$ cat src/rtl/rps_pkg.sv
// Shared hand codes and FSM state encoding for the RPS hand encoder and
// the display decoder that consumes its HAND output.
package rps_pkg;

    typedef enum logic [1:0] {
        ROCK     = 2'b00,
        PAPER    = 2'b01,
        SCISSORS = 2'b10,
        NONE     = 2'b11
    } hand_t;

    typedef enum logic [1:0] {
        IDLE  = 2'b00,
        ARMED = 2'b01,
        SHOWN = 2'b10
    } state_t;

    // Maps a one-hot debounced button vector {scissors, paper, rock} to its hand code.
    function automatic hand_t btn_to_hand(input logic [2:0] btn);
        hand_t h;
        case (btn)
            3'b001:  h = ROCK;
            3'b010:  h = PAPER;
            3'b100:  h = SCISSORS;
            default: h = NONE;
        endcase
        return h;
    endfunction

endpackage

$ cat src/rtl/rps_hand_encoder_if.sv
// Button inputs and hand/status outputs of the RPS hand encoder.
interface rps_hand_encoder_if;
    logic [2:0] BTN;
    logic       GO1;
    logic       GO2;
    logic       CLR;
    logic [1:0] HAND;
    logic       CHOSEN;
    logic       SHOW;

    modport master (output BTN, GO1, GO2, CLR, input HAND, CHOSEN, SHOW);
    modport slave  (input BTN, GO1, GO2, CLR, output HAND, CHOSEN, SHOW);
endinterface

$ cat src/rtl/rps_debounce.sv
// One raw asynchronous button: 2-flop synchronizer, counting debouncer,
// stable level and a one-cycle rising-edge pulse.
module rps_debounce #(
    parameter int unsigned DB_CYCLES = 50000
) (
    input  logic clk,
    input  logic rst,
    input  logic raw_i,
    output logic level_o,
    output logic rise_o
);
    localparam int unsigned    CW       = ($clog2(DB_CYCLES + 1) < 1) ? 1 : $clog2(DB_CYCLES + 1);
    localparam logic [CW-1:0] CNT_LAST = CW'(DB_CYCLES - 1);

    logic [1:0]    sync_q;
    logic [1:0]    fill_q;
    logic [CW-1:0] cnt_q, cnt_d;
    logic          stable_q, stable_d;
    logic          prev_q;
    logic          en_q;

    // Counter stops at CNT_LAST: that is the cycle the level flips, so it never wraps.
    always_comb begin
        cnt_d    = cnt_q;
        stable_d = stable_q;
        if (sync_q[1] == stable_q) begin
            cnt_d = '0;
        end else if (cnt_q >= CNT_LAST) begin
            stable_d = sync_q[1];
            cnt_d    = '0;
        end else begin
            cnt_d = cnt_q + 1'b1;
        end
    end

    // Edges are only honoured once a genuine low has come through the
    // refilled synchronizer, so a button held across reset cannot pulse.
    always_ff @(posedge clk) begin
        if (rst) begin
            sync_q   <= '0;
            fill_q   <= '0;
            cnt_q    <= '0;
            stable_q <= 1'b0;
            prev_q   <= 1'b0;
            en_q     <= 1'b0;
        end else begin
            sync_q   <= {sync_q[0], raw_i};
            fill_q   <= {fill_q[0], 1'b1};
            cnt_q    <= cnt_d;
            stable_q <= stable_d;
            prev_q   <= stable_q;
            en_q     <= en_q | (fill_q[1] & ~sync_q[1]);
        end
    end

    assign level_o = stable_q;
    assign rise_o  = stable_q & ~prev_q & en_q;

endmodule

$ cat src/rtl/rps_hand_encoder.sv
// Rock/paper/scissors hand encoder: latches one debounced choice, reveals it
// when both reveal buttons are held, and clears on the new-round button.
module rps_hand_encoder
    import rps_pkg::*;
#(
    parameter int unsigned DB_CYCLES = 50000
) (
    input  logic CLK,
    input  logic RST,
    rps_hand_encoder_if.slave bus
);
    localparam int CH_GO1 = 3;
    localparam int CH_GO2 = 4;
    localparam int CH_CLR = 5;

    logic [5:0] raw_in;
    logic [5:0] lvl;
    logic [5:0] rise;

    assign raw_in = {bus.CLR, bus.GO2, bus.GO1, bus.BTN};

    generate
        for (genvar gi = 0; gi < 6; gi++) begin : g_db
            rps_debounce #(.DB_CYCLES(DB_CYCLES)) u_db (
                .clk     (CLK),
                .rst     (RST),
                .raw_i   (raw_in[gi]),
                .level_o (lvl[gi]),
                .rise_o  (rise[gi])
            );
        end
    endgenerate

    state_t     state_q, state_d;
    hand_t      code_q, code_d;
    logic [1:0] hand_q, hand_d;
    logic       chosen_q, chosen_d;
    logic       show_q, show_d;

    // A choice is accepted only when the rising button is the sole button held.
    always_comb begin
        state_d = state_q;
        code_d  = code_q;
        if (rise[CH_CLR]) begin
            state_d = IDLE;
            code_d  = NONE;
        end else begin
            case (state_q)
                IDLE: begin
                    if ($onehot(lvl[2:0]) && (rise[2:0] == lvl[2:0])) begin
                        code_d  = btn_to_hand(lvl[2:0]);
                        state_d = ARMED;
                    end
                end
                ARMED: begin
                    if (lvl[CH_GO1] && lvl[CH_GO2]) begin
                        state_d = SHOWN;
                    end
                end
                SHOWN: begin
                    state_d = SHOWN;
                end
                default: begin
                    state_d = IDLE;
                    code_d  = NONE;
                end
            endcase
        end

        hand_d   = (state_d == SHOWN) ? code_d : NONE;
        chosen_d = (state_d != IDLE);
        show_d   = (state_d == SHOWN);
    end

    always_ff @(posedge CLK) begin
        if (RST) begin
            state_q  <= IDLE;
            code_q   <= NONE;
            hand_q   <= NONE;
            chosen_q <= 1'b0;
            show_q   <= 1'b0;
        end else begin
            state_q  <= state_d;
            code_q   <= code_d;
            hand_q   <= hand_d;
            chosen_q <= chosen_d;
            show_q   <= show_d;
        end
    end

    assign bus.HAND   = hand_q;
    assign bus.CHOSEN = chosen_q;
    assign bus.SHOW   = show_q;

endmodule

$ cat src/flat_wrapper.sv
// flat-port wrapper written by rule: the top's interface ports become plain ports
module rps_hand_encoder_flat import rps_pkg::*;
#(
    parameter int unsigned DB_CYCLES = 50000
)
  (CLK, RST, bus_BTN, bus_GO1, bus_GO2, bus_CLR, bus_HAND, bus_CHOSEN, bus_SHOW);
  rps_hand_encoder_if bus_i ();
  input  logic CLK;
  input  logic RST;
  input wire logic [$bits(bus_i.BTN)-1:0] bus_BTN;
  input wire logic [$bits(bus_i.GO1)-1:0] bus_GO1;
  input wire logic [$bits(bus_i.GO2)-1:0] bus_GO2;
  input wire logic [$bits(bus_i.CLR)-1:0] bus_CLR;
  output wire logic [$bits(bus_i.HAND)-1:0] bus_HAND;
  output wire logic [$bits(bus_i.CHOSEN)-1:0] bus_CHOSEN;
  output wire logic [$bits(bus_i.SHOW)-1:0] bus_SHOW;
  assign bus_i.BTN = bus_BTN;
  assign bus_i.GO1 = bus_GO1;
  assign bus_i.GO2 = bus_GO2;
  assign bus_i.CLR = bus_CLR;
  assign bus_HAND = bus_i.HAND;
  assign bus_CHOSEN = bus_i.CHOSEN;
  assign bus_SHOW = bus_i.SHOW;
  rps_hand_encoder #(.DB_CYCLES(DB_CYCLES)) u_core (.CLK(CLK), .RST(RST), .bus(bus_i));
endmodule
$ cat config.mk
export PLATFORM = sky130hd
export DESIGN_NAME = rps_hand_encoder_flat
export DESIGN_NICKNAME = d
export VERILOG_FILES = /design/src/rtl/rps_pkg.sv /design/src/rtl/rps_hand_encoder_if.sv /design/src/rtl/rps_debounce.sv /design/src/rtl/rps_hand_encoder.sv /design/src/flat_wrapper.sv
export SDC_FILE = /design/constraint.sdc
export NUM_CORES = 1
export LEC_CHECK = 0
export BUFFER_PORTS_ARGS = -buffer_cell sky130_fd_sc_hd__buf_4
export CAP_MARGIN = 20
export CORE_UTILIZATION = 25
export CTS_CLUSTER_DIAMETER = 30
export DETAILED_ROUTE_END_ITERATION = 16
export PLACE_DENSITY = 0.41
export SLEW_MARGIN = 20
export SYNTH_ARGS = -nofsm -noshare
export SYNTH_HDL_FRONTEND = slang
export SYNTH_HIERARCHICAL = 1
export SYNTH_SLANG_ARGS = --single-unit
$ cat constraint.sdc
create_clock -name CLK -period 2.2 [get_ports CLK]
set_input_delay 0.22 -clock CLK [delete_from_list [all_inputs] [get_ports CLK]]
set_output_delay 0.22 -clock CLK [all_outputs]
set_load 0.02 [all_outputs]
==> reports/metrics.csv, run 1 <==
metric,value,unit
ctsResizeCount,0,
cap_viol_max_count,0,
sequentialPowerShare,46.7,%
setup_tns_after_final_layout,0,ns
netSwitchingPower,1120,uW
count_of_standard_cell_rows,57,
die_x,161,um
globalplace.congestion,0.769,
grt_first_pass_wirelength,20100,um
fillerInstances,2595,
antenna_cells,0,
hold_bufs_inserted_after_cts,0,
final_nets,689,
power.leakage,0.00232,uW
timing.critical_path.arrival,2.17,ns
power_report.internal_total,4360,uW
clk_path_buf_depth,2,
routed_vias,4282,
clk_root_buffer_cell,sky130_fd_sc_hd__clkbuf_16,
largest_net_degree_at_the_start_of_global_routing,34,
vdd_ir_drop_max,0.426,mV
register_area,0.00276,mm^2
syn_area_per_cell,9.74,um^2
cpMaxStageDelayCell,sky130_fd_sc_hd__dfxtp_1,
h-tree-depth,4,
clock_insertion_delay_worst_skew,0.41,ns
netlist_instances,653,
detailedRoute.firstIterationViolations,192,
cp_top_family,simple AND/OR/NAND/NOR gates,
worstSetupStartpointType,flip-flop,
critical_path.cell_chain,fa_1 > nor2b_1 > and4_4 > a221oi_2 > nand4_1,
hold_viol,0,
yosysWarningCount,6,
cts-buffers-inserted,17,
timing.fmax,0.530,GHz
viasPerCell,4.25,
timing.setup.critical_path_class,reg2reg,
p_sw_share,20.5,%
area_growth,14.8,%
detail-route-antenna-nets,0,
dp_hpwl,7850,um
drt-wirelength-per-cell,11.0,um
required,2.48,ns
grt_pass1_vias,4319,
clock_sink_count,138,
clock_tree_from_tritoncts,done,
detail_route.first_pass.iterations,6,
worst_case_headroom_to_the_max_slew_limit,67.7,%
track_usage,9.42,%
die_y,161,um
grt_remaining_overflow,0,
layout_min_cycle_time,1.89,ns
drive_above_1_share,19.5,%
postCtsSetupRepairBufs,0,
power.density_cell_area,750,mW/mm^2
hold_path_class,in2reg,
timing_worst_slew_pin_value,0.483,ns
initial_antenna_violation_count,0,
die_area,0.0261,mm^2
port_buffers,11,
finalCritPeriodShare,85.8,%
syn-num-nets,672,
reg2reg_setup_slack,0.31,ns
multi_input_area,0.00324,mm^2
final.hold.worst_slack,0.0312,ns
endpoint_kind,flip-flop,
placeableCoreArea,0.0246,mm^2
drt_wl_total,11100,um
p_comb_share,3.0,%
slew_violations,0,
post-route-drc-count,0,
result_of_the_run,completed,
fin_skew,0.00617,ns
initial_core_util,25.8,%
setup_repair_after_global_routing_missed_its_margin,false,
io_pins,12,
netlist_area,0.00636,mm^2
critPathMaxStageDelay,0.51,ns
clkTransAtPathRegs,0.06,ns
critical_path.max_fanout,7,
critPathBufInv,0,
clockPowerShare,50.3,%
setup_viol_count_final,0,
[final timing paths]
path / startpoint / end / depth (start not counted)
max: u_core/g_db[0].u_db/level_o / u_core/bus.HAND[1] / 5
min: bus_BTN[1] / u_core/g_db[1].u_db/sync_q[0] / 2
max reg2reg: u_core/g_db[0].u_db/level_o / u_core/bus.HAND[1] / 5
min reg2reg: u_core/g_db[3].u_db/sync_q[0] / u_core/g_db[3].u_db/sync_q[1] / 1
[power by group through the flow]
stage,Sequential [uW],Clock [uW],Combinational [uW]
5_1_grt,2560,2980,181
2_1_floorplan,2610,0,109
3_5_place_dp,2610,0,164
3_3_place_gp,2610,0,163
6_report,2560,2760,162
4_1_cts,2560,2860,165
[cell usage in the layout (no fill, tap or decap), drive strengths merged, types with 5 or more instances in the layout]
master   count
buf         22
mux2         6
nand2       31
dfxtp      138
and4        13
nor4         6
xor2        42
a21oi       25
nor3        14
clkinv       5
nor3b        6
o21ai       13
or3         19
inv         31
and3        19
nor2b       23
nand3       37
or4          6
a2111oi      6
nor2       113
or2          6
ha          10
clkbuf      24
xnor2       35
nand4       20
[flip-flops by register name, summed over array words and instances (netlist names)]
signal,flops
u_core/g_db.u_db/cnt_q,96
u_core/g_db.u_db/sync_q,12
u_core/g_db.u_db/fill_q,8
u_core/g_db.u_db/level_o,6
u_core/g_db.u_db/en_q,4
u_core/g_db.u_db/prev_q,4
u_core/bus.HAND,2
u_core/code_q,2
u_core/state_q,2
u_core/bus.CHOSEN,1
u_core/bus.SHOW,1
[metrics by stage]
step / cells / setup WS [ns] / instance area, um^2 / power, uW / utilization, %
final: 1007 / 0.312 / 7300 / 5480 / 29.7
after detailed placement: 975 / 0.292 / 6730 / 2780 / 27.3
after CTS: 1007 / 0.284 / 7300 / 5580 / 29.7
after floorplan: 653 / 0.457 / 6360 / 2720 / -
after global placement: 975 / 0.335 / 6730 / 2770 / 27.3
after global routing: 1007 / 0.124 / 7300 / 5720 / 29.7
[layout make-up]
cell class | instances | area share (%)
Multi-Input combinational cell | 460 | 44.4
Sequential cell | 138 | 37.8
Clock buffer | 24 | 6.60
Tap cell | 324 | 5.55
Timing Repair Buffer | 22 | 2.78
Inverter | 31 | 1.59
Clock inverter | 8 | 1.27
[routing by layer]
layer,track usage [%],vias up,share of wire [%]
li1,-,2255,-
met1,11.9,1991,50
met2,15.3,28,47
met3,3.00,8,2.3
met4,2.87,0,1.0
met5,0,-,0
Note: power is estimated with default switching activity, not from simulation.
==> run 2, diff against run 1 <==
--- a/config.mk
+++ b/config.mk
@@ -7,10 +7,12 @@
 export LEC_CHECK = 0
 export BUFFER_PORTS_ARGS = -buffer_cell sky130_fd_sc_hd__buf_4
 export CAP_MARGIN = 20
+export CELL_PAD_IN_SITES_DETAIL_PLACEMENT = 0
+export CELL_PAD_IN_SITES_GLOBAL_PLACEMENT = 1
 export CORE_UTILIZATION = 25
 export CTS_CLUSTER_DIAMETER = 30
 export DETAILED_ROUTE_END_ITERATION = 16
-export PLACE_DENSITY = 0.41
+export PLACE_DENSITY = 0.48
 export SLEW_MARGIN = 20
 export SYNTH_ARGS = -nofsm -noshare
 export SYNTH_HDL_FRONTEND = slang
==> run 2 against run 1 <==
First-iteration DRC count decreased by 25%. Hold slack got worse by 0.010 ns. Sequential power about the same. Die area unchanged. Via count decreased by 0.33%. Count of clock-buffer cells in the layout unchanged. Register-to-register slack improved by 0.03 ns. Non-clock buffer count increased by 1. Utilization increased by 0.21 points.
==> reports/metrics.csv, run 2 (synthesis gave the netlist of run 1 again) <==
metric,value,unit,change
postLayoutCoreUtil,29.9,%,+0.21 points
initial_core_util,25.8,%,unchanged
power.density_cell_area,754,mW/mm^2,+0.47%
detailedRoute.firstIterationViolations,144,,-25%
clk_root_buffer_cell,sky130_fd_sc_hd__clkbuf_16,,
layout_common_cells,"sky130_fd_sc_hd__dfxtp_1 (138), sky130_fd_sc_hd__nor2_1 (53), sky130_fd_sc_hd__nor2_4 (48), sky130_fd_sc_hd__xor2_1 (42), sky130_fd_sc_hd__nand3_1 (37)",,
clock_insertion_delay_worst_skew,0.41,ns,about the same
final_common_cell,sky130_fd_sc_hd__dfxtp_1,,
cts-buffers-inserted,17,,unchanged
post-route-drc-count,0,,unchanged
clock_sink_count,138,,unchanged
timing.setup.critical_path_class,reg2reg,,
globalplace.congestion,0.700,,-8.9%
layout_min_cycle_time,1.86,ns,-0.0318 ns
timing.critical_path.arrival,2.15,ns,-0.02 ns
clkTransAtPathRegs,0.05,ns,about the same
viasPerCell,4.23,,-0.43%
io_pins,12,,unchanged
timing.fmax,0.539,GHz,+1.7%
initial_antenna_violation_count,0,,unchanged
clk_path_buf_depth,2,,unchanged
top_regs,"u_core/g_db.u_db/cnt_q (96), u_core/g_db.u_db/sync_q (12), u_core/g_db.u_db/fill_q (8)",,
final_nets,690,,+0.15%
grt_pass1_vias,4351,,+0.74%
detail-route-antenna-nets,0,,unchanged
area_growth,15.6,%,
die_x,161,um,unchanged
worstSetupStartpointType,flip-flop,,
timing_worst_slew_pin_value,0.468,ns,-0.0154 ns
critical_path.max_fanout,16,,+9
fin_skew,0.0142,ns,+0.00805 ns
drive_above_1_share,19.7,%,+0.26 points
port_buffers,11,,unchanged
count_of_standard_cell_rows,57,,unchanged
clock_tree_from_tritoncts,done,,
grt_first_pass_wirelength,20500,um,+2.1%
drt_wl_total,11300,um,+2.0%
worst_case_headroom_to_the_max_slew_limit,68.7,%,+1.0 points
endpoint_kind,flip-flop,,
largest_net_degree_at_the_start_of_global_routing,33,,-2.9%
die_y,161,um,unchanged
placeableCoreArea,0.0246,mm^2,unchanged
dp_hpwl,8100,um,+3.1%
track_usage,9.70,%,+0.28 points
largest_reg_flops,96,,unchanged
hold_path_class,in2reg,,
hold_viol,0,,unchanged
die_area,0.0261,mm^2,unchanged
slew_violations,0,,unchanged
vdd_ir_drop_max,0.445,mV,+4.3%
required,2.50,ns,+0.02 ns
routed_vias,4268,,-0.33%
register_containing_the_most_flip_flops_in_the_final_layout,u_core/g_db.u_db/cnt_q,,
design_area,0.00735,mm^2,+0.72%
h-tree-depth,4,,unchanged
cap_viol_max_count,0,,unchanged
postPlaceCellArea,0.00675,mm^2,+0.37%
setup_repair_after_global_routing_missed_its_margin,false,,
detail_route.first_pass.iterations,4,,-2
result_of_the_run,completed,,
ctsResizeCount,0,,unchanged
setup_viol_count_final,0,,unchanged
antenna_cells,0,,unchanged
setup_tns_after_final_layout,0,ns,unchanged
power.leakage,0.00235,uW,+1.5%
drt-wirelength-per-cell,11.2,um,+1.9%
finalCritPeriodShare,84.4,%,-1.4 points
grt_remaining_overflow,0,,unchanged
final.hold.worst_slack,0.0208,ns,-0.0104 ns
-- run 2: critical path: stages, from the launching register on --
cell                        delay [ns]
sky130_fd_sc_hd__dfxtp_1          0.36
sky130_fd_sc_hd__ha_1             0.27
sky130_fd_sc_hd__nand3_1          0.14
sky130_fd_sc_hd__a2111oi_1        0.47
sky130_fd_sc_hd__or4_1            0.23
sky130_fd_sc_hd__buf_12           0.19
sky130_fd_sc_hd__a21oi_1          0.06
-- run 2: what timing repair did --
action                                 CTS  global route
buffers inserted                         0             0
hold buffers                             1             0
endpoints found under the hold margin    1             0
-- run 2: power by group --
part | leakage, uW | internal, uW | switching (uW) | total, uW
sequential | 0.00112 | 2540 | 18.0 | 2560
clock | 0.000300 | 1810 | 1010 | 2820
combinational | 0.000936 | 69.4 | 95.5 | 165
-- run 2: worst paths after layout --
path	slack, ns	depth (start not counted)	startpoint	endpoint
setup / recovery	0.34	6	u_core/g_db[5].u_db/cnt_q[0]	u_core/g_db[5].u_db/cnt_q[13]
setup reg to reg	0.34	6	u_core/g_db[5].u_db/cnt_q[0]	u_core/g_db[5].u_db/cnt_q[13]
hold reg to reg	0.44	1	u_core/g_db[5].u_db/fill_q[0]	u_core/g_db[5].u_db/fill_q[1]
hold / removal	0.02	2	bus_CLR	u_core/g_db[5].u_db/sync_q[0]
-- run 2: metal layers --
metal,wire length [um],global-route usage (%),vias to the layer above,share of wire [%]
met5,0,0,-,0
met4,150,3.77,0,1.3
met3,296,2.90,10,2.6
met2,5310,15.8,29,47
met1,5560,12.0,1984,49
li1,-,-,2245,-
-- run 2: through the flow --
step	setup slack [ns]	cells	power (uW)
2_1_floorplan	0.457	653	2720
3_3_place_gp	0.372	975	2780
3_5_place_dp	0.365	975	2780
4_1_cts	0.345	1008	5650
5_1_grt	0.173	1008	5790
6_report	0.344	1008	5540
-- run 2: layout make-up --
type | instances | area, um^2
multi-input combinational | 460 | 3240
tap | 324 | 405
sequential | 138 | 2760
timing repair buffer | 23 | 238
inverter | 31 | 116
fill | 2546 | 17300
clock inverter | 8 | 90.1
clock buffer | 24 | 502
==> run 3, diff against run 2 <==
==> constraint.sdc (replaced) <==
create_clock -name CLK -period 1.9 [get_ports CLK]
set_input_delay 0.19 -clock CLK [delete_from_list [all_inputs] [get_ports CLK]]
set_output_delay 0.19 -clock CLK [all_outputs]
set_load 0.02 [all_outputs]
==> run 3 against run 2 <==
Combinational power is 22% higher. First-iteration DRC count is 4.2% lower. Hold slack better by 0.10 ns. Cell count is 2.3% higher. Global-route usage is 0.066 points higher. Via count is 2.8% higher. Die area stayed put. Clock power is 27% higher. Non-clock buffer count is 23 higher. Clock skew is 0.0052 ns lower. Critical endpoint is now u_core/bus.HAND[1]. Largest cell class unchanged. Largest power group unchanged. Highest routed layer unchanged.
==> reports/metrics.csv, run 3 (synthesis gave the netlist of run 1 again) <==
metric,value,unit,change
result_of_the_run,completed,,
hold_viol,0,,unchanged
worst_r2r_path_depth,5,,-1
globalplace.congestion,0.712,,+1.7%
worstSetupStartpointType,flip-flop,,
critical_path.max_fanout,3,,-13
r2r_start,u_core/g_db[0].u_db/level_o,,
drive_above_1_share,22.1,%,+2.3 points
worst_case_headroom_to_the_max_slew_limit,68.2,%,-0.52 points
clkTransAtPathRegs,0.06,ns,about the same
worst_hold_startpoint,RST,,
layout_min_cycle_time,1.77,ns,-0.0885 ns
vdd_ir_drop_max,0.547,mV,+23%
final_common_cell,sky130_fd_sc_hd__dfxtp_1,,
fin_skew,0.00903,ns,-0.00519 ns
setup_repair_after_global_routing_missed_its_margin,false,,
post-route-drc-count,0,,unchanged
required,2.18,ns,-0.32 ns
timing.critical_path.arrival,2.04,ns,-0.11 ns
cts-buffers-inserted,17,,unchanged
routed_vias,4387,,+2.8%
reg2reg_setup_slack,0.13,ns,-0.21 ns
grt_remaining_overflow,0,,unchanged
drt_wl_total,11700,um,+3.3%
die_x,161,um,unchanged
hold_path_class,in2reg,,
cpMaxStageDelayCell,sky130_fd_sc_hd__fa_1,,
initial_core_util,25.8,%,unchanged
critical_path.cell_chain,fa_1 > nor2b_1 > a41oi_1 > a221oi_2 > nand4_1,,
viasPerCell,4.26,,+0.50%
worst_hold_stages,2,,unchanged
track_usage,9.77,%,+0.066 points
worstHoldEndpoint,u_core/g_db[1].u_db/fill_q[0],,
largest_reg_flops,96,,unchanged
clock_tree_from_tritoncts,done,,
port_buffers,11,,unchanged
placeableCoreArea,0.0246,mm^2,unchanged
area_growth,19.8,%,
top_regs,"u_core/g_db.u_db/cnt_q (96), u_core/g_db.u_db/sync_q (12), u_core/g_db.u_db/fill_q (8)",,
setup_viol_count_final,0,,unchanged
count_of_standard_cell_rows,57,,unchanged
final_nets,713,,+3.3%
drt-wirelength-per-cell,11.3,um,+0.96%
largest_net_degree_at_the_start_of_global_routing,34,,+3.0%
clock_sink_count,138,,unchanged
r2r_end,u_core/bus.HAND[1],,
p_total,6750,uW,+22%
grt_pass1_vias,4418,,+1.5%
grt_first_pass_wirelength,20600,um,+0.10%
antenna_cells,0,,unchanged
critPathBufInv,0,,-1
die_area,0.0261,mm^2,unchanged
critPathMaxStageDelay,0.52,ns,+0.05 ns
cp_top_family,adder cells,,
postLayoutSetupSlackWorst,0.133,ns,-0.212 ns
design_area,0.00762,mm^2,+3.6%
io_pins,12,,unchanged
endpoint_kind,flip-flop,,
fillerInstances,2532,,-0.55%
power.density_cell_area,887,mW/mm^2,+18%
placement.setup.worst_slack,0.0910,ns,-0.274 ns
setup_tns_after_final_layout,0,ns,unchanged
slew_violations,0,,unchanged
timing.setup.critical_path_class,reg2reg,,
die_y,161,um,unchanged
detailedRoute.firstIterationViolations,138,,-4.2%
clock_insertion_delay_worst_skew,0.41,ns,about the same
timing_worst_slew_pin_value,0.476,ns,+0.00772 ns
finalCritPeriodShare,93.0,%,+8.7 points
initial_antenna_violation_count,0,,unchanged
h-tree-depth,4,,unchanged
power.leakage,0.00249,uW,+5.6%
detail-route-antenna-nets,0,,unchanged
clk_root_buffer_cell,sky130_fd_sc_hd__clkbuf_16,,
dp_hpwl,8220,um,+1.5%
postLayoutCoreUtil,31.0,%,+1.1 points
postPlaceCellArea,0.00690,mm^2,+2.2%
clk_path_buf_depth,2,,unchanged
register_containing_the_most_flip_flops_in_the_final_layout,u_core/g_db.u_db/cnt_q,,
cap_viol_max_count,0,,unchanged
timing.fmax,0.566,GHz,+5.0%
layout_common_cells,"sky130_fd_sc_hd__dfxtp_1 (138), sky130_fd_sc_hd__nor2_1 (53), sky130_fd_sc_hd__nor2_4 (48), sky130_fd_sc_hd__xor2_1 (42), sky130_fd_sc_hd__nand3_1 (37)",,
postCtsSetupRepairBufs,0,,unchanged
detail_route.first_pass.iterations,5,,+1
==> run 3: changes by cell type in the layout (fill, tap and decap cells not counted), sizes merged <==
cell,change
clkinvlp,+4
bufinv,+2
buf,+18
dlygate4sd3,+5
clkinv,-4
clkbuf,-2
==> run 3: layer usage <==
metal / vias up / part of all wire [%] / global-route usage (%)
li1: 2297 / - / -
met3: 10 / 2.1 / 2.62
met5: - / 0 / 0
met4: 0 / 1.5 / 4.16
met2: 24 / 47 / 16.1
met1: 2056 / 49 / 12.0
==> run 3: layout make-up <==
class / instances / area (um^2) / share of cell area, %
well taps: 324 / 405 / 5.32
clock buffers: 22 / 484 / 6.36
repair buffers: 46 / 435 / 5.72
clock inverters: 10 / 164 / 2.15
flip-flops and latches: 138 / 2760 / 36.3
inverters: 31 / 116 / 1.53
multi-input cells: 460 / 3250 / 42.6
==> run 3: per-stage QoR <==
| step | hold slack, ns | std cells |
|---|---|---|
| after floorplan | 0.247 | 653 |
| after global placement | 0.408 | 993 |
| after detailed placement | 0.414 | 993 |
| after CTS | 0.110 | 1031 |
| after global routing | 0.120 | 1031 |
| final | 0.125 | 1031 |
==> run 3: worst max path at each step <==
stage	end	from	depth (start not counted)	slack (ns)
6_report	u_core/bus.HAND[1]	u_core/g_db[0].u_db/level_o	5	0.13
5_1_grt	u_core/g_db[2].u_db/cnt_q[4]	u_core/g_db[2].u_db/cnt_q[0]	6	0.03
4_1_cts	u_core/g_db[4].u_db/cnt_q[3]	u_core/g_db[4].u_db/cnt_q[0]	6	0.08
3_5_place_dp	u_core/g_db[4].u_db/cnt_q[3]	u_core/g_db[4].u_db/cnt_q[0]	6	0.09
3_3_place_gp	u_core/g_db[2].u_db/cnt_q[2]	u_core/g_db[2].u_db/cnt_q[0]	6	0.11
2_1_floorplan	u_core/bus.SHOW	u_core/g_db[0].u_db/level_o	5	0.16
==> run 3: what timing repair did <==
item	4_1_cts	5_1_grt
endpoints found under the hold margin	6	0
setup endpoints to repair	0	32
resized for setup	0	2
hold buffers	6	0
==> run 3: report_power, final <==
group | internal [uW] | switching, uW
Combinational | 88.1 | 114
Clock | 2340 | 1250
Sequential | 2940 | 20.3
Total | 5370 | 1390
==> run 3: worst register-to-register path, stage by stage, from the launching register on <==
cell and delay, ns:
sky130_fd_sc_hd__dfxtp_1 0.32, sky130_fd_sc_hd__fa_1 0.52, sky130_fd_sc_hd__nor2b_1 0.20, sky130_fd_sc_hd__a41oi_1 0.19
sky130_fd_sc_hd__a221oi_2 0.26, sky130_fd_sc_hd__nand4_1 0.15
